`src/rtl/traffic_pkg.sv`:
```
// Shared types and constants for the intersection sequencer.
package traffic_pkg;

   localparam int COUNT_W = 5;

   // Gray-style encoding: every legal transition flips exactly one bit.
   typedef enum logic [2:0] {
      OFF       = 3'b000,
      NS_GREEN  = 3'b001,
      NS_YELLOW = 3'b011,
      NS_CLEAR  = 3'b010,
      EW_GREEN  = 3'b110,
      EW_YELLOW = 3'b111,
      EW_CLEAR  = 3'b101
   } state_t;

   localparam logic [1:0] LIGHT_OFF    = 2'b00;
   localparam logic [1:0] LIGHT_RED    = 2'b01;
   localparam logic [1:0] LIGHT_YELLOW = 2'b10;
   localparam logic [1:0] LIGHT_GREEN  = 2'b11;

   localparam logic [COUNT_W-1:0] GREEN_MIN_DEFAULT        = 5'd10;
   localparam logic [COUNT_W-1:0] GREEN_MAX_DEFAULT        = 5'd25;
   localparam logic [COUNT_W-1:0] YELLOW_DURATION_DEFAULT  = 5'd3;
   localparam logic [COUNT_W-1:0] ALL_RED_DURATION_DEFAULT = 5'd2;
   localparam logic [COUNT_W-1:0] WALK_DURATION_DEFAULT    = 5'd8;

   function automatic logic is_green(input state_t s);
      return (s == NS_GREEN) || (s == EW_GREEN);
   endfunction

endpackage

```
`src/rtl/intersection_scheduler_tick_down_counter.sv`:
```
// Loadable 5-bit down-counter that only moves on tick; done_next flags the
// tick that will take it from 1 to 0.
module tick_down_counter
   import traffic_pkg::*;
(
   input  logic               clk,
   input  logic               reset,
   input  logic               load,
   input  logic [COUNT_W-1:0] value,
   input  logic               tick,
   output logic [COUNT_W-1:0] count,
   output logic               done_next
);

   assign done_next = (count == 5'd1) && tick;

   // Load wins over counting; the count parks at zero.
   always_ff @(posedge clk or posedge reset) begin
      if (reset) begin
         count <= '0;
      end else if (load) begin
         count <= value;
      end else if (tick && (count != 5'd0)) begin
         count <= count - 5'd1;
      end
   end

endmodule

```
`src/rtl/intersection_scheduler.sv`:
```
// Two-approach intersection sequencer: owns phase order, demand-actuated green
// length, pedestrian walk grants and the light/walk decode.
//
// state     | meaning
// ----------+-------------------------------------------------
// OFF       | lights dark, waiting for start
// NS_GREEN  | NS green, EW red, optional NS walk at phase start
// NS_YELLOW | NS yellow, EW red
// NS_CLEAR  | both red after NS yellow
// EW_GREEN  | EW green, NS red, optional EW walk at phase start
// EW_YELLOW | EW yellow, NS red
// EW_CLEAR  | both red after EW yellow, then back to NS_GREEN
module intersection_scheduler
   import traffic_pkg::*;
#(
   parameter logic [COUNT_W-1:0] GREEN_MIN        = GREEN_MIN_DEFAULT,
   parameter logic [COUNT_W-1:0] GREEN_MAX        = GREEN_MAX_DEFAULT,
   parameter logic [COUNT_W-1:0] YELLOW_DURATION  = YELLOW_DURATION_DEFAULT,
   parameter logic [COUNT_W-1:0] ALL_RED_DURATION = ALL_RED_DURATION_DEFAULT,
   parameter logic [COUNT_W-1:0] WALK_DURATION    = WALK_DURATION_DEFAULT
)
(
   input  logic       clk,
   input  logic       reset,
   input  logic       start,
   input  logic       tick,
   input  logic       car_ns,
   input  logic       car_ew,
   input  logic       ped_ns,
   input  logic       ped_ew,
   output logic [1:0] L_ns,
   output logic [1:0] L_ew,
   output logic       walk_ns,
   output logic       walk_ew,
   output logic [2:0] phase
);

   // The walk must be over before the earliest demand-driven green exit.
   if (WALK_DURATION > GREEN_MIN) begin : g_walk_check
      $error("WALK_DURATION must not exceed GREEN_MIN");
   end

   state_t state;
   state_t next_state;

   logic               lat_ns;
   logic               lat_ew;
   logic [COUNT_W-1:0] elapsed;
   logic [COUNT_W:0]   e_next;

   logic               ph_load;
   logic [COUNT_W-1:0] ph_value;
   logic [COUNT_W-1:0] ph_count;
   logic               ph_done;

   logic               wk_load;
   logic [COUNT_W-1:0] wk_value;
   logic [COUNT_W-1:0] wk_count;
   logic               wk_done;

   logic enter_ns;
   logic enter_ew;
   logic opp_demand;
   logic walk_finished;
   logic green_exit;
   logic ph_expired;

   // Six bits so the elapsed+1 compare never wraps at 31.
   assign e_next = {1'b0, elapsed} + 6'd1;

   assign opp_demand    = (state == NS_GREEN) ? (car_ew | lat_ew) : (car_ns | lat_ns);
   assign walk_finished = (wk_count == 5'd0) || wk_done;
   assign green_exit    = ((e_next >= {1'b0, GREEN_MIN}) && opp_demand && walk_finished)
                          || (e_next >= {1'b0, GREEN_MAX});

   // A zero count in yellow/clear can only come from a zero duration; leave
   // immediately rather than stall.
   assign ph_expired = ph_done || (ph_count == 5'd0);

   assign enter_ns = (next_state == NS_GREEN) && (state != NS_GREEN);
   assign enter_ew = (next_state == EW_GREEN) && (state != EW_GREEN);

   assign ph_load  = (next_state != state) &&
                     ((next_state == NS_YELLOW) || (next_state == EW_YELLOW) ||
                      (next_state == NS_CLEAR)  || (next_state == EW_CLEAR));
   assign ph_value = ((next_state == NS_YELLOW) || (next_state == EW_YELLOW))
                     ? YELLOW_DURATION : ALL_RED_DURATION;

   // Every green entry reloads the walk counter, with zero when nobody asked.
   assign wk_load  = enter_ns | enter_ew;
   assign wk_value = ((enter_ns && (lat_ns | ped_ns)) || (enter_ew && (lat_ew | ped_ew)))
                     ? WALK_DURATION : 5'd0;

   tick_down_counter u_phase_cnt (
      .clk       (clk),
      .reset     (reset),
      .load      (ph_load),
      .value     (ph_value),
      .tick      (tick),
      .count     (ph_count),
      .done_next (ph_done)
   );

   tick_down_counter u_walk_cnt (
      .clk       (clk),
      .reset     (reset),
      .load      (wk_load),
      .value     (wk_value),
      .tick      (tick),
      .count     (wk_count),
      .done_next (wk_done)
   );

   // State register.
   always_ff @(posedge clk or posedge reset) begin
      if (reset) begin
         state <= OFF;
      end else begin
         state <= next_state;
      end
   end

   // Next-state: green ends on demand or max, yellow/clear on the phase counter.
   always_comb begin
      next_state = state;
      case (state)
         OFF:       if (start)               next_state = NS_GREEN;
         NS_GREEN:  if (tick && green_exit)  next_state = NS_YELLOW;
         NS_YELLOW: if (tick && ph_expired)  next_state = NS_CLEAR;
         NS_CLEAR:  if (tick && ph_expired)  next_state = EW_GREEN;
         EW_GREEN:  if (tick && green_exit)  next_state = EW_YELLOW;
         EW_YELLOW: if (tick && ph_expired)  next_state = EW_CLEAR;
         EW_CLEAR:  if (tick && ph_expired)  next_state = NS_GREEN;
         default:                            next_state = OFF;
      endcase
   end

   // Green elapsed ticks, restarted on every state change and saturating.
   always_ff @(posedge clk or posedge reset) begin
      if (reset) begin
         elapsed <= '0;
      end else if (next_state != state) begin
         elapsed <= '0;
      end else if (tick && is_green(state) && (elapsed != 5'd31)) begin
         elapsed <= elapsed + 5'd1;
      end
   end

   // Ped latches: a request in the entry cycle is absorbed by that grant.
   always_ff @(posedge clk or posedge reset) begin
      if (reset) begin
         lat_ns <= 1'b0;
         lat_ew <= 1'b0;
      end else begin
         if (enter_ns)    lat_ns <= 1'b0;
         else if (ped_ns) lat_ns <= 1'b1;
         if (enter_ew)    lat_ew <= 1'b0;
         else if (ped_ew) lat_ew <= 1'b1;
      end
   end

   // Moore light decode of the registered state.
   always_comb begin
      L_ns = LIGHT_OFF;
      L_ew = LIGHT_OFF;
      case (state)
         NS_GREEN:  begin L_ns = LIGHT_GREEN;  L_ew = LIGHT_RED;    end
         NS_YELLOW: begin L_ns = LIGHT_YELLOW; L_ew = LIGHT_RED;    end
         NS_CLEAR:  begin L_ns = LIGHT_RED;    L_ew = LIGHT_RED;    end
         EW_GREEN:  begin L_ns = LIGHT_RED;    L_ew = LIGHT_GREEN;  end
         EW_YELLOW: begin L_ns = LIGHT_RED;    L_ew = LIGHT_YELLOW; end
         EW_CLEAR:  begin L_ns = LIGHT_RED;    L_ew = LIGHT_RED;    end
         default:   begin L_ns = LIGHT_OFF;    L_ew = LIGHT_OFF;    end
      endcase
   end

   assign walk_ns = (state == NS_GREEN) && (wk_count != 5'd0);
   assign walk_ew = (state == EW_GREEN) && (wk_count != 5'd0);
   assign phase   = state;

endmodule

```
`config.mk`:
```
export PLATFORM = sky130hd
export DESIGN_NAME = intersection_scheduler
export DESIGN_NICKNAME = d
export VERILOG_FILES = /design/src/rtl/traffic_pkg.sv /design/src/rtl/intersection_scheduler_tick_down_counter.sv /design/src/rtl/intersection_scheduler.sv
export SDC_FILE = /design/constraint.sdc
export NUM_CORES = 1
export LEC_CHECK = 0
export CAP_MARGIN = 10
export CORE_UTILIZATION = 45
export DETAILED_ROUTE_END_ITERATION = 16
export GPL_TIMING_DRIVEN = 0
export PLACE_DENSITY = 0.68
export SETUP_SLACK_MARGIN = 0.2
export SLEW_MARGIN = 20
export SYNTH_ARGS = -nofsm -noshare
export SYNTH_HDL_FRONTEND = slang
export SYNTH_SLANG_ARGS = --single-unit
```
`constraint.sdc`:
```
create_clock -name clk -period 2.9 [get_ports clk]
set_clock_uncertainty 0.1 [all_clocks]
set_input_delay 0.435 -clock clk [delete_from_list [all_inputs] [get_ports clk]]
set_output_delay 0.435 -clock clk [all_outputs]
set_load 0.01 [all_outputs]
```
# Yosys cells after proc, flatten, opt, wreduce, memory -nomap -nowiden
# Cells that the tools add are included.
[word_totals]
latch_bits = 0
rom_bits = 0
input_bits = 8
ramBits = 0
elab_cells = 95
ff_bits = 20
output_inout_bits = 9
mem_count = 0
[op_classes]
n_addsub = 4
div_mod_pow = 0
shift = 0
magnitude_cmp = 2
mul = 0
n_bitwise = 5
reduce_logical = 37
n_eq_ne = 18
muxes = 23
[ops]
columns = ["operator", "n"]
rows = [
  ["2-to-1 mux 5 bit", 6],
  ["2-to-1 mux 3 bit", 7],
  ["one-hot mux 3 bit (7 select lines)", 1],
  ["equality test 3 bit, second input constant", 6],
  ["logical AND 1 bit", 17],
  ["equality test 3 x 2 -> 1 bit, second input constant", 4],
  ["one-hot mux 2 bit (3 select lines)", 2],
  ["equality test 5 x 1 -> 1 bit, second input constant", 2],
  ["zero test 5 bit", 2],
  ["nonzero test 2 bit", 5],
  ["nonzero test 5 bit", 2],
  ["subtractor 5 x 1 -> 5 bit, second input constant", 2],
  ["logical OR 1 bit", 8],
  ["OR reduction 4 bit", 2],
  ["adder 5 x 1 -> 6 bit, second input constant", 1],
  ["equality test 3 x 1 -> 1 bit, second input constant", 2],
  ["greater-or-equal comparator 6 x 4 -> 1 bit, second input constant", 1],
  ["greater-or-equal comparator 6 x 5 -> 1 bit, second input constant", 1],
  ["2-to-1 mux 1 bit", 6],
  ["adder 5 x 1 -> 5 bit, second input constant", 1],
  ["!= test 5 bit, second input constant", 1],
  ["bitwise OR 1 bit", 5],
  ["2-to-1 mux 4 bit", 1],
  ["zero test 3 bit", 1],
  ["other kinds (3)", 3],
]

# Logic depth before layout (Yosys ltp)
[depth]
word_depth = 14
ltp_mapped = 10
mapped_depth_nobuf = 10

# By module
# Synthesis repeated with hierarchy kept, for this count alone.
[unflattened]
cells_unflattened = 184
hier_area_um2 = 1586.5
[by_module_without_submodules]
columns = ["mod", "area_per_inst_um2", "seq_area_each_um2", "cells_per_inst", "n_inst"]
rows = [
  ["intersection_scheduler", 908.4, 250.2, 112, 1],
  ["tick_down_counter", 339.1, 125.1, 36, 2],
]

# Worst setup path after synthesis
# No wires, ideal clock.
[synth_timing]
path_kind = "reg-to-reg"
start = "register elapsed[0]"
end = "register u_phase_cnt.count[1]"
t_arrival_ns = 2.657
synth_period_minus_slack_ns = 2.881
required_time_ns = 2.676
stages_incl_launch_ff = 10
n_path_buf = 0
path_slack_ns = 0.019
setup_time_ns = 0.124
cell_sequence = "dfrtp_1 -> ha_1 -> and3_1 -> ha_1 -> a22oi_1 -> a211oi_2 -> or2_2 -> o311a_4 -> o221a_2 -> a211o_1"
[synth_between]
elab_chain_len = 14
elab_cells_between_ends = 21
cone_classes = "1 x add/sub; 2 x order compare; 5 x eq/ne; 4 x mux; 9 x reduce/logical"
[synth_lines]
columns = ["item", "line", "rtl"]
rows = [
  ["from (decl)", "intersection_scheduler.sv:48", "logic [COUNT_W-1:0] elapsed;"],
  ["from (signal assigned)", "intersection_scheduler.sv:145", "elapsed <= elapsed + 5'd1;"],
  ["adder 5 x 1 -> 6 bit (*)", "intersection_scheduler.sv:69", "assign e_next = {1'b0, elapsed} + 6'd1;"],
  ["greater-or-equal comparator 6 x 4 -> 1 bit", "intersection_scheduler.sv:73", "assign green_exit = ((e_next >= {1'b0, GREEN_MIN}) && opp_demand && walk_finished)"],
  ["logical AND 1 bit (2 in series)", "intersection_scheduler.sv:73", ""],
  ["logical OR 1 bit (*)", "intersection_scheduler.sv:74", "|| (e_next >= {1'b0, GREEN_MAX});"],
  ["logical AND 1 bit (*)", "intersection_scheduler.sv:128, intersection_scheduler.sv:131", ""],
  ["2-to-1 mux 3 bit (on tied branches)", "intersection_scheduler.sv:131, intersection_scheduler.sv:128", ""],
  ["one-hot mux 3 bit (7 select lines) (*)", "intersection_scheduler.sv:126", "case (state)"],
  ["net next_state[1]", "intersection_scheduler.sv:44", "state_t next_state;"],
  ["equality test 3 x 2 -> 1 bit or equality test 3 bit (tied branches)", "intersection_scheduler.sv:84", "((next_state == NS_YELLOW) || (next_state == EW_YELLOW) ||"],
  ["logical OR 1 bit (2 in series)", "intersection_scheduler.sv:84", ""],
  ["logical OR 1 bit", "intersection_scheduler.sv:85", "(next_state == NS_CLEAR) || (next_state == EW_CLEAR));"],
  ["logical AND 1 bit (*)", "intersection_scheduler.sv:83", "assign ph_load = (next_state != state) &&"],
  ["2-to-1 mux 5 bit or nonzero test 2 bit (tied branches)", "-", ""],
  ["to (signal assigned)", "intersection_scheduler_tick_down_counter.sv:22", "count <= value;"],
  ["to (signal assigned)", "intersection_scheduler_tick_down_counter.sv:24", "count <= count - 5'd1;"],
  ["to (decl)", "intersection_scheduler_tick_down_counter.sv:11", "output logic [COUNT_W-1:0] count,"],
]
# Mark *: on every way through the listed nets, which the timed path passes. The rest lies on a longest branch.
# A chain may end at the register's enable or synchronous reset.

# Final worst setup path
[layout_timing]
start = "register elapsed[1]"
end = "register u_phase_cnt.count[0]"
[layout_between]
elab_chain_len = 14
elab_cells_between_ends = 22
cone_classes = "1 x add/sub; 2 x order compare; 5 x eq/ne; 5 x mux; 9 x reduce/logical"
[layout_lines]
columns = ["item", "line"]
rows = [
  ["adder 5 x 1 -> 6 bit (*)", "intersection_scheduler.sv:69"],
  ["greater-or-equal comparator 6 x 4 -> 1 bit", "intersection_scheduler.sv:73"],
  ["logical AND 1 bit (2 in series)", "intersection_scheduler.sv:73"],
  ["logical OR 1 bit (*)", "intersection_scheduler.sv:74"],
  ["logical AND 1 bit (*)", "intersection_scheduler.sv:128, intersection_scheduler.sv:131"],
  ["2-to-1 mux 3 bit (on tied branches)", "intersection_scheduler.sv:131, intersection_scheduler.sv:128"],
  ["one-hot mux 3 bit (7 select lines) (*)", "intersection_scheduler.sv:126"],
  ["equality test 3 x 2 -> 1 bit or equality test 3 bit (tied branches)", "intersection_scheduler.sv:84, intersection_scheduler.sv:86"],
  ["logical OR 1 bit", "intersection_scheduler.sv:84, intersection_scheduler.sv:86"],
  ["logical OR 1 bit", "intersection_scheduler.sv:84"],
  ["logical OR 1 bit", "intersection_scheduler.sv:85"],
  ["logical AND 1 bit", "intersection_scheduler.sv:83"],
  ["2-to-1 mux 5 bit or nonzero test 2 bit (tied branches)", "-"],
]
# Mark *: on every way between the ends. The rest lies on a longest branch, timed or not.

==> impl_results.md <==
- Status: finished clean
- DRC: 0
- CTS Root Cell: clkbuf_4
- Sequential share of the synthesized area: 35.7%
- Tcrit/Tclk final: 91.8%
- Crit path largest cell delay: between 0.4 and 0.5 ns
- Mapped Nets: roughly 180
- Via/cell ratio: 5.81
- Critical path, cell by cell: ha_4, and3_4, ha_4, a22oi_2, a211oi_2, o21ai_0, o2111ai_1, and4b_1, nor4_2
- IO Port Bufs: 15
- Critical path capture point type: register
- Fin. Hold Viols: 0
- Final WL: around 3000 µm
- LEAKAGE: ~0.76 nW
- Initial Util: around 50%
- Clk pwr share: ~14%
- Synthesized area per cell: about 8.8 µm²
- Sink Count: 20
- CTS tree: yes
- Synth Register Bits: 20
- Clk slew on worst S/H paths: 0.13 ns
- Setup TNS: 0 ns
- Slew headroom: roughly half
- Layout area overhead: 26.3%
- Slew @ Worst Pin: 0.751 ns
- Final core utilization: between 60% and 70%
- Clk buf depth: 2
- DP Wirelength: 2230 µm
- Post-synth EDFFs: 0
- Global Route Usage Sum: 19.9%
- CTS Buf Count: 3
- Largest fanout on the critical path: 5
- Max Cap Viol: 0
- Hold Crit Class: in2async
- Required time worst endpoint: 3.03 ns
- Place WS: -0.0734 ns
- Post-layout minimum cycle time: ~2.7 ns
- Worst skew pair latency: a little over 0.3 ns
- Achievable Freq: around 380 MHz
- Antenna violations before repair: 0
- H-tree depth: 1
- PnR worst setup slack: between 0.2 and 0.25 ns
- P_int: a little under 1 mW
- Initial DRT Pass Iterations: 4
- First-pass GRT wire length: 5210 µm
- Final setup fails: 0
- Die Ht: between 50 and 60 µm
- Via count: between 1000 and 1500
- Layout net count: around 200
- Die X: between 50 and 60 µm
- Slew Limit Fails: 0
- Worst path arrival time: between 2 and 3 ns
- Unrepaired setup endpoints after global routing: true
- Synth async-reset ratio: 100%
- Die area: 3340 µm²
- Pwr Total: ~1.6 mW
- Part of the power in combinational logic: about 54%
- Cells after Synth: between 150 and 200
- NetSw: approximately 0.65 mW
- Most common flop cell mapped by yosys: dfrtp_1
- Largest net degree at the start of global routing: 21
- Max VDD drop: just over 0.4 mV
- Post-synthesis cell type count: 47
- Vias in the first global route: between 1000 and 1500
- ANT nets after route: 0
- Num rows: 19
- Pwr dens: 914 nW/µm²
- Layout cells sized above 1: ~16%
- Core Area: approximately 2900 µm²
- Switching Share: slightly above 40%
- Placer congestion estimate: between 0.9 and 1
- Crit path kind: reg2reg
- DR WL/cell: about 14 µm
- Crit path launch type: register
- DR iter-0 viols: 55
- Flop pwr share: ~32%
- Synthesis Warnings: 0
- IO Count: 17
- Global route total overflow: 0
- Diodes inserted: 0
- Slowest CP cell: dfrtp_1
- Mapped cell area: between 1000 and 1500 µm²
- Top cell by count, worst path: ha_4
## critical path: cells and delay by family (launching register included)
| family | cells | cell delay, ns |
|---|---|---|
| adder cells (fa/ha/maj) | 2 | 0.43 |
| AND/OR/NAND/NOR | 3 | 0.69 |
| AO/OA/AOI/OAI | 4 | 0.92 |
| flip-flops | 1 | 0.45 |
## metrics by stage
step	hold WS, ns	cell area (µm²)	std cells
finish	0.438	1770	216
global route	0.483	1770	216
CTS	0.437	1740	212
detailed placement	0.407	1620	205
global placement	0.398	1620	205
floorplan	0.299	1440	159
## final timing paths
check | slack [ns] | cells after the start | from | end
min in group clk | 0.44 | 1 | u_phase_cnt.count[1] | u_phase_cnt.count[1]
worst min-delay path | 0.44 | 2 | reset | elapsed[1]
max in group asynchronous | 1.75 | 2 | reset | elapsed[0]
worst min register to register | 0.44 | 1 | u_phase_cnt.count[1] | u_phase_cnt.count[1]
worst max-delay path | 0.24 | 9 | elapsed[1] | u_phase_cnt.count[0]
worst max register to register | 0.24 | 9 | elapsed[1] | u_phase_cnt.count[0]
## timing repair
| item | CTS | global route |
|---|---|---|
| buffers inserted | 3 | 4 |
| resized for setup | 6 | 3 |
| setup endpoints to repair | 9 | 3 |
| hold buffers | 0 | 0 |
| pin swaps | 2 | 5 |
## cell type report
class | count | area, µm²
Clock inverter | 1 | 30.0
Buffer | 5 | 20.0
Tap cell | 31 | 38.8
Inverter | 12 | 45.0
Timing Repair Buffer | 22 | 203
Fill cell | 248 | 1080
Multi-Input combinational cell | 122 | 908
Sequential cell | 20 | 502
Clock buffer | 3 | 22.5
## cells in the mapped netlist (all sizes together), types with 3 or more instances
cell / instances / share of area, %
o21ai: 7 / 2.5
xor2: 7 / 4.4
dfrtp: 20 / 36
nor2: 29 / 7.8
nand3: 5 / 1.8
nor2b: 3 / 1.3
nor3: 3 / 1.1
ha: 9 / 8.0
nand2: 7 / 1.9
a21oi: 6 / 2.1
xnor2: 5 / 3.1
inv: 12 / 3.2
clkbuf: 4 / 1.1
## cell families (layout without fill, tap and decap cells)
kind of cell,after synthesis,count (layout),synth area share (%)
AO/OA/AOI/OAI,34,34,18.6
XOR/XNOR,12,12,7.50
adder cells (fa/ha/maj),9,9,8.04
buffers and inverters,17,43,4.64
flip-flops,20,20,35.7
multiplexers,3,3,2.50
AND/OR/NAND/NOR,64,64,23.0
## state kept, by name, summed over array words and instances (netlist names)
name and count:
lat_ns 1, phase 3, lat_ew 1, u_phase_cnt.count 5
u_walk_cnt.count 5, elapsed 5
## power groups by stage
| stage | clock, mW | combinational, mW | sequential [mW] |
|---|---|---|---|
| finish | 0.231 | 0.868 | 0.517 |
| global route | 0.249 | 0.951 | 0.532 |
| CTS | 0.236 | 0.823 | 0.515 |
| detailed placement | 0 | 0.723 | 0.521 |
| global placement | 0 | 0.694 | 0.513 |
| floorplan | 0 | 0.562 | 0.495 |
## routing by layer
metal / up-vias / share of wire (%) / track usage (%)
li1: 610 / - / -
met1: 615 / 50 / 28.1
met2: 26 / 45 / 31.2
met3: 5 / 3.7 / 2.68
met4: 0 / 1.3 / 7.14
met5: - / 0 / 0
## cells in the final DEF (no fill, tap or decap), types with 3 or more instances in the layout
| master | netlist | final |
|---|---|---|
| xnor2_1 | 5 | 5 |
| dfrtp_1 | 20 | 19 |
| a21oi_1 | 6 | 5 |
| inv_1 | 12 | 12 |
| nand2_1 | 7 | 7 |
| buf_4 | 0 | 7 |
| nand3_1 | 5 | 5 |
| o21ai_0 | 7 | 6 |
| ha_1 | 9 | 7 |
| nor2_1 | 29 | 29 |
| clkbuf_4 | 0 | 3 |
| xor2_1 | 7 | 7 |
| clkdlybuf4s50_1 | 0 | 15 |
| clkbuf_1 | 4 | 4 |
| nor3_1 | 3 | 3 |
No activity file was read; power rests on OpenSTA's default activity.
==> variant 1, RTL diff (same flow settings) <==
Put a register stage on the outputs `walk_ns` and `walk_ew`, without a reset. The values now appear one clock later. The other outputs are not delayed to match.
--- a/src/rtl/intersection_scheduler.sv
+++ b/src/rtl/intersection_scheduler.sv
@@ -174,8 +174,10 @@
       endcase
    end
 
-   assign walk_ns = (state == NS_GREEN) && (wk_count != 5'd0);
-   assign walk_ew = (state == EW_GREEN) && (wk_count != 5'd0);
+   always_ff @(posedge clk) begin
+      walk_ns <= (state == NS_GREEN) && (wk_count != 5'd0);
+      walk_ew <= (state == EW_GREEN) && (wk_count != 5'd0);
+   end
    assign phase   = state;
 
 endmodule
Check against the original RTL: not equivalent (Yosys sat finds a counterexample within 4 cycles, from zero or initial values and one cycle with reset high).
==> variant 1 against the unedited design <==
- critical path depth decreased by 1
- sequential share of layout area increased by 2.3 points
- synthesized area increased by 6.3%
- worst setup slack improved by 16 ps
- final cell count increased by 2.8%
- routed wire length decreased by 0.33%
- design area decreased by 0.21%
- sequential cell count increased by 2
- power increased by 1.6%
- critical path type unchanged
- critical endpoint is now u_phase_cnt.count[1]$_DFFE_PP0P_
- largest power group unchanged
==> variant 1: results (changes against the unedited design) <==
[grt]
grt_pass1_wl_um = 5310  ; was 5210 um
grt_pass1_vias = 1148  ; was 1170
gr-usage-all-layers_pct = 20.3  ; was 19.9%

[clock_tree]
clkLatencyLatePin_ps = 320
clock_path_buffers = 2  ; unchanged

[critical_path]
crit_fanout = 7  ; was 5
cp_data_arrival_time_ps = 2760  ; was 2790 ps
critical_path.max_stage_delay_ps = 420  ; was 450 ps

[finish]
nFillCells = 306  ; was 248
drive_gt1_share_pct = 14.0  ; was 15.7%
nets = 196  ; was 203

[power]
leakagePower_uw = 0.000777  ; was 0.000756 uW
internal-power_uw = 963  ; was 965 uW
max-vdd-ir-drop_mv = 0.474  ; was 0.403 mV

[place]
dp_hpwl_um = 2280  ; was 2230 um
globalplace.congestion = 0.836  ; was 0.918

[logic_synthesis]
synth_fp_nets = 174  ; was 176
async_flop_share_pct = 90.9  ; was 100%
yosys-top-cells-count = 23 x nor2_1, 20 x dfrtp_1, 12 x inv_1  ; was 29 x nor2_1, 20 x dfrtp_1, 12 x inv_1
synthDistinctLibCells = 48  ; was 47
seq_area_frac_synth_pct = 36.3  ; was 35.7%
netlist_top_cells_area = dfrtp_1 34%, ha_1 7.6%, nor2_1 5.8%, inv_1 3.0%, xnor2_1 2.9%  ; was dfrtp_1 36%, ha_1 8.0%, nor2_1 7.8%, xor2_1 4.4%, inv_1 3.2%

[drt]
vias = 1190  ; was 1256
wl_per_cell_um = 13.7  ; was 14.2 um
drt_iter0_drc = 29  ; was 55

[sta]
worst_pin_slew_ps = 764  ; was 751 ps

[status]
status = finished, final reports clean  ; unchanged

[min_path]
hp-class = in2reg  ; was in2async

-- variant 1: cell types whose count changed in the layout (fill, tap and decap cells not counted), moves of 3 or more --
| cell | unedited run | this run |
|---|---|---|
| nand2b_1 | 1 | 5 |
| nor2_1 | 29 | 23 |
| buf_4 | 7 | 3 |
| clkbuf_1 | 4 | 1 |
| and3_1 | 1 | 5 |
| or2_2 | 0 | 3 |
-- variant 1: stage by stage --
step	std cells	utilization [%]	area [sq um]	total power [uW]	setup slack (ps)
after CTS	222	56.9	1760	1640	202
final	222	56.9	1770	1640	253
after global placement	216	54.6	1690	1330	118
after floorplan	157	-	1490	1160	235
after detailed placement	216	54.6	1690	1370	57.2
after global routing	222	56.9	1770	1780	196
-- variant 1: worst reg2reg max path: stages (launching register included) --
cell and delay (ps):
dfrtp_1 420, ha_1 250, and3_1 200, ha_2 310, o41a_1 370, o211a_1 150
a211o_1 300, o211a_4 160, a211o_1 260
-- variant 1: area by class of cell --
class | count | area share [%]
Timing Repair Buffer | 17 | 9.36
Sequential cell | 22 | 30.6
Inverter | 12 | 2.55
Clock buffer | 3 | 1.28
Clock inverter | 1 | 1.70
Tap cell | 44 | 3.12
Buffer | 4 | 1.20
Multi-Input combinational cell | 119 | 50.2
-- variant 1: kinds of logic after synthesis --
logic type	after synthesis	synth area share, %
simple gates	63	23.4
flops	22	36.3
fa+ha+maj	9	7.56
compound gates	31	17.1
buf+inv	16	4.37
mux	5	4.29
xor+xnor	11	6.97
-- variant 1: power by group through the flow --
stage	Sequential, uW	Clock, uW	Combinational (uW)
final	563	239	840
after detailed placement	577	0	797
after global placement	569	0	765
after floorplan	554	0	607
after CTS	562	246	836
after global routing	579	256	948
-- variant 1: repair_timing --
action | 4_1_cts | 5_1_grt
resized for setup | 1 | 2
setup endpoints to repair | 3 | 3
setup buffers | 2 | 0
pin swaps | 1 | 1
-- variant 1: path summary, 6_finish.rpt --
check | startpoint | endpoint | slack, ps | cells after the start
hold / removal | tick | u_phase_cnt.count[4]$_DFFE_PP0P_ | 280 | 2
max in group asynchronous | reset | elapsed[1]$_DFFE_PP0P_ | 1780 | 2
setup / recovery | elapsed[0]$_DFFE_PP0P_ | u_phase_cnt.count[1]$_DFFE_PP0P_ | 250 | 8
hold reg to reg | u_phase_cnt.count[1]$_DFFE_PP0P_ | u_phase_cnt.count[1]$_DFFE_PP0P_ | 430 | 1
setup reg to reg | elapsed[0]$_DFFE_PP0P_ | u_phase_cnt.count[1]$_DFFE_PP0P_ | 250 | 8
min in group asynchronous | reset | u_walk_cnt.count[4]$_DFFE_PP0P_ | 430 | 2
-- variant 1: layer usage --
metal | part of all wire, % | global-route usage, %
met1 | 49 | 27.6
met2 | 46 | 31.3
met3 | 3.2 | 4.59
met4 | 1.5 | 7.97
met5 | 0 | 0
==> variant 2, RTL diff (same settings) <==
Without the edit above. Set the package constant `COUNT_W` to 10 (it was 5).
--- a/src/rtl/traffic_pkg.sv
+++ b/src/rtl/traffic_pkg.sv
@@ -1,7 +1,7 @@
 // Shared types and constants for the intersection sequencer.
 package traffic_pkg;
 
-   localparam int COUNT_W = 5;
+   localparam int COUNT_W = 10;
 
    // Gray-style encoding: every legal transition flips exactly one bit.
    typedef enum logic [2:0] {
Function: same outputs for any inputs over 10 cycles, from zero or initial values and one cycle with reset high; that may be too few to reach the edited logic, so the function may still have changed.
==> variant 2 against the unedited design <==
- sequential cell count rose by 15
- critical path depth fell by 4
- synthesized area rose by 62%
- routed wire length rose by 52%
- design area rose by 49%
- power rose by 33%
- worst setup slack improved by 67 ps
- final cell count rose by 58%
- sequential power rose by 60%
- maximum frequency rose by 2.6%
- clock power rose by 72%
- critical path type is now reg2out
==> variant 2: results (changes against the unedited design) <==
[status]
status = finished, final reports clean  ; unchanged

[logic_synthesis]
synthDistinctLibCells = 56  ; was 47
seq_area_frac_synth_pct = 38.7  ; was 35.7%
yosys.area_share.adder_pct = 3.87  ; was 8.04%
synth-compound-area-share_pct = 17.2  ; was 18.6%
synth_fp_nets = 266  ; was 176
syn-instance-count = 251  ; was 159

[grt]
grt_pass1_wl_um = 7980  ; was 5210 um
gr-usage-all-layers_pct = 19.4  ; was 19.9%
grt_max_degree = 36  ; was 21

[critical_path]
r2r-start = elapsed[0]$_DFFE_PP0P_  ; was elapsed[1]$_DFFE_PP0P_
rrSetupSlack_ps = 380  ; was 240 ps
slowest_stage = clkdlybuf4s50_1  ; was dfrtp_1
cp_top_family = buffers and inverters  ; was compound AO/OA/AOI/OAI gates
rr_endpoint = u_phase_cnt.count[1]$_DFFE_PP0P_  ; was u_phase_cnt.count[0]$_DFFE_PP0P_
ff2ff_path_depth = 7  ; was 9
critical_path.max_stage_delay_ps = 540  ; was 450 ps
crit_path_start = phase[1]$_DFF_PP0_  ; was elapsed[1]$_DFFE_PP0P_

[place]
dp_hpwl_um = 3140  ; was 2230 um
dpl_cell_area_sq_um = 2510  ; was 1620 sq um
dp_cells = 334  ; was 205
port_buffers = 16  ; was 15
pre_cts_ws_ps = 223  ; was -73.4 ps

[clock_tree]
cts_buffers = 5  ; was 3
ctsHtreeMaxLevel = 2  ; was 1
postCtsSetupRepairBufs = 0  ; was 3
root_buffer = clkbuf_8  ; was clkbuf_4

[drt]
wl_um = 4660  ; was 3060 um

[finish]
largest_registers = elapsed (10), u_phase_cnt.count (10), u_walk_cnt.count (10)  ; was elapsed (5), u_phase_cnt.count (5), u_walk_cnt.count (5)

[sta]
finalCritPeriodShare_pct = 89.5  ; was 91.8%

## variant 2: area by class of cell
class,instances,area [sq um]
buffer,14,67.6
multi-input combinational,190,1300
sequential,35,876
clock buffer,8,100
timing repair buffer,16,160
inverter,12,45.0
fill,449,2150
tap,67,83.8
## variant 2: cells by family after synthesis
group / count (synthesis)
compound gates: 57
xor+xnor: 27
fa+ha+maj: 7
buf+inv: 26
flops: 35
mux: 3
simple gates: 96
## variant 2: power by group
| group | leakage [uW] | switching [uW] | internal, uW |
|---|---|---|---|
| Combinational | 0.000585 | 506 | 418 |
| Clock | 0.0000515 | 181 | 217 |
| Sequential | 0.000433 | 169 | 658 |
## variant 2: per-layer routing
metal	up-vias	track usage [%]	share of wire, %
li1	934	-	-
met1	876	25.4	49
met2	23	31.8	47
met3	7	4.14	2.4
met4	0	6.75	1.5
met5	-	0	0
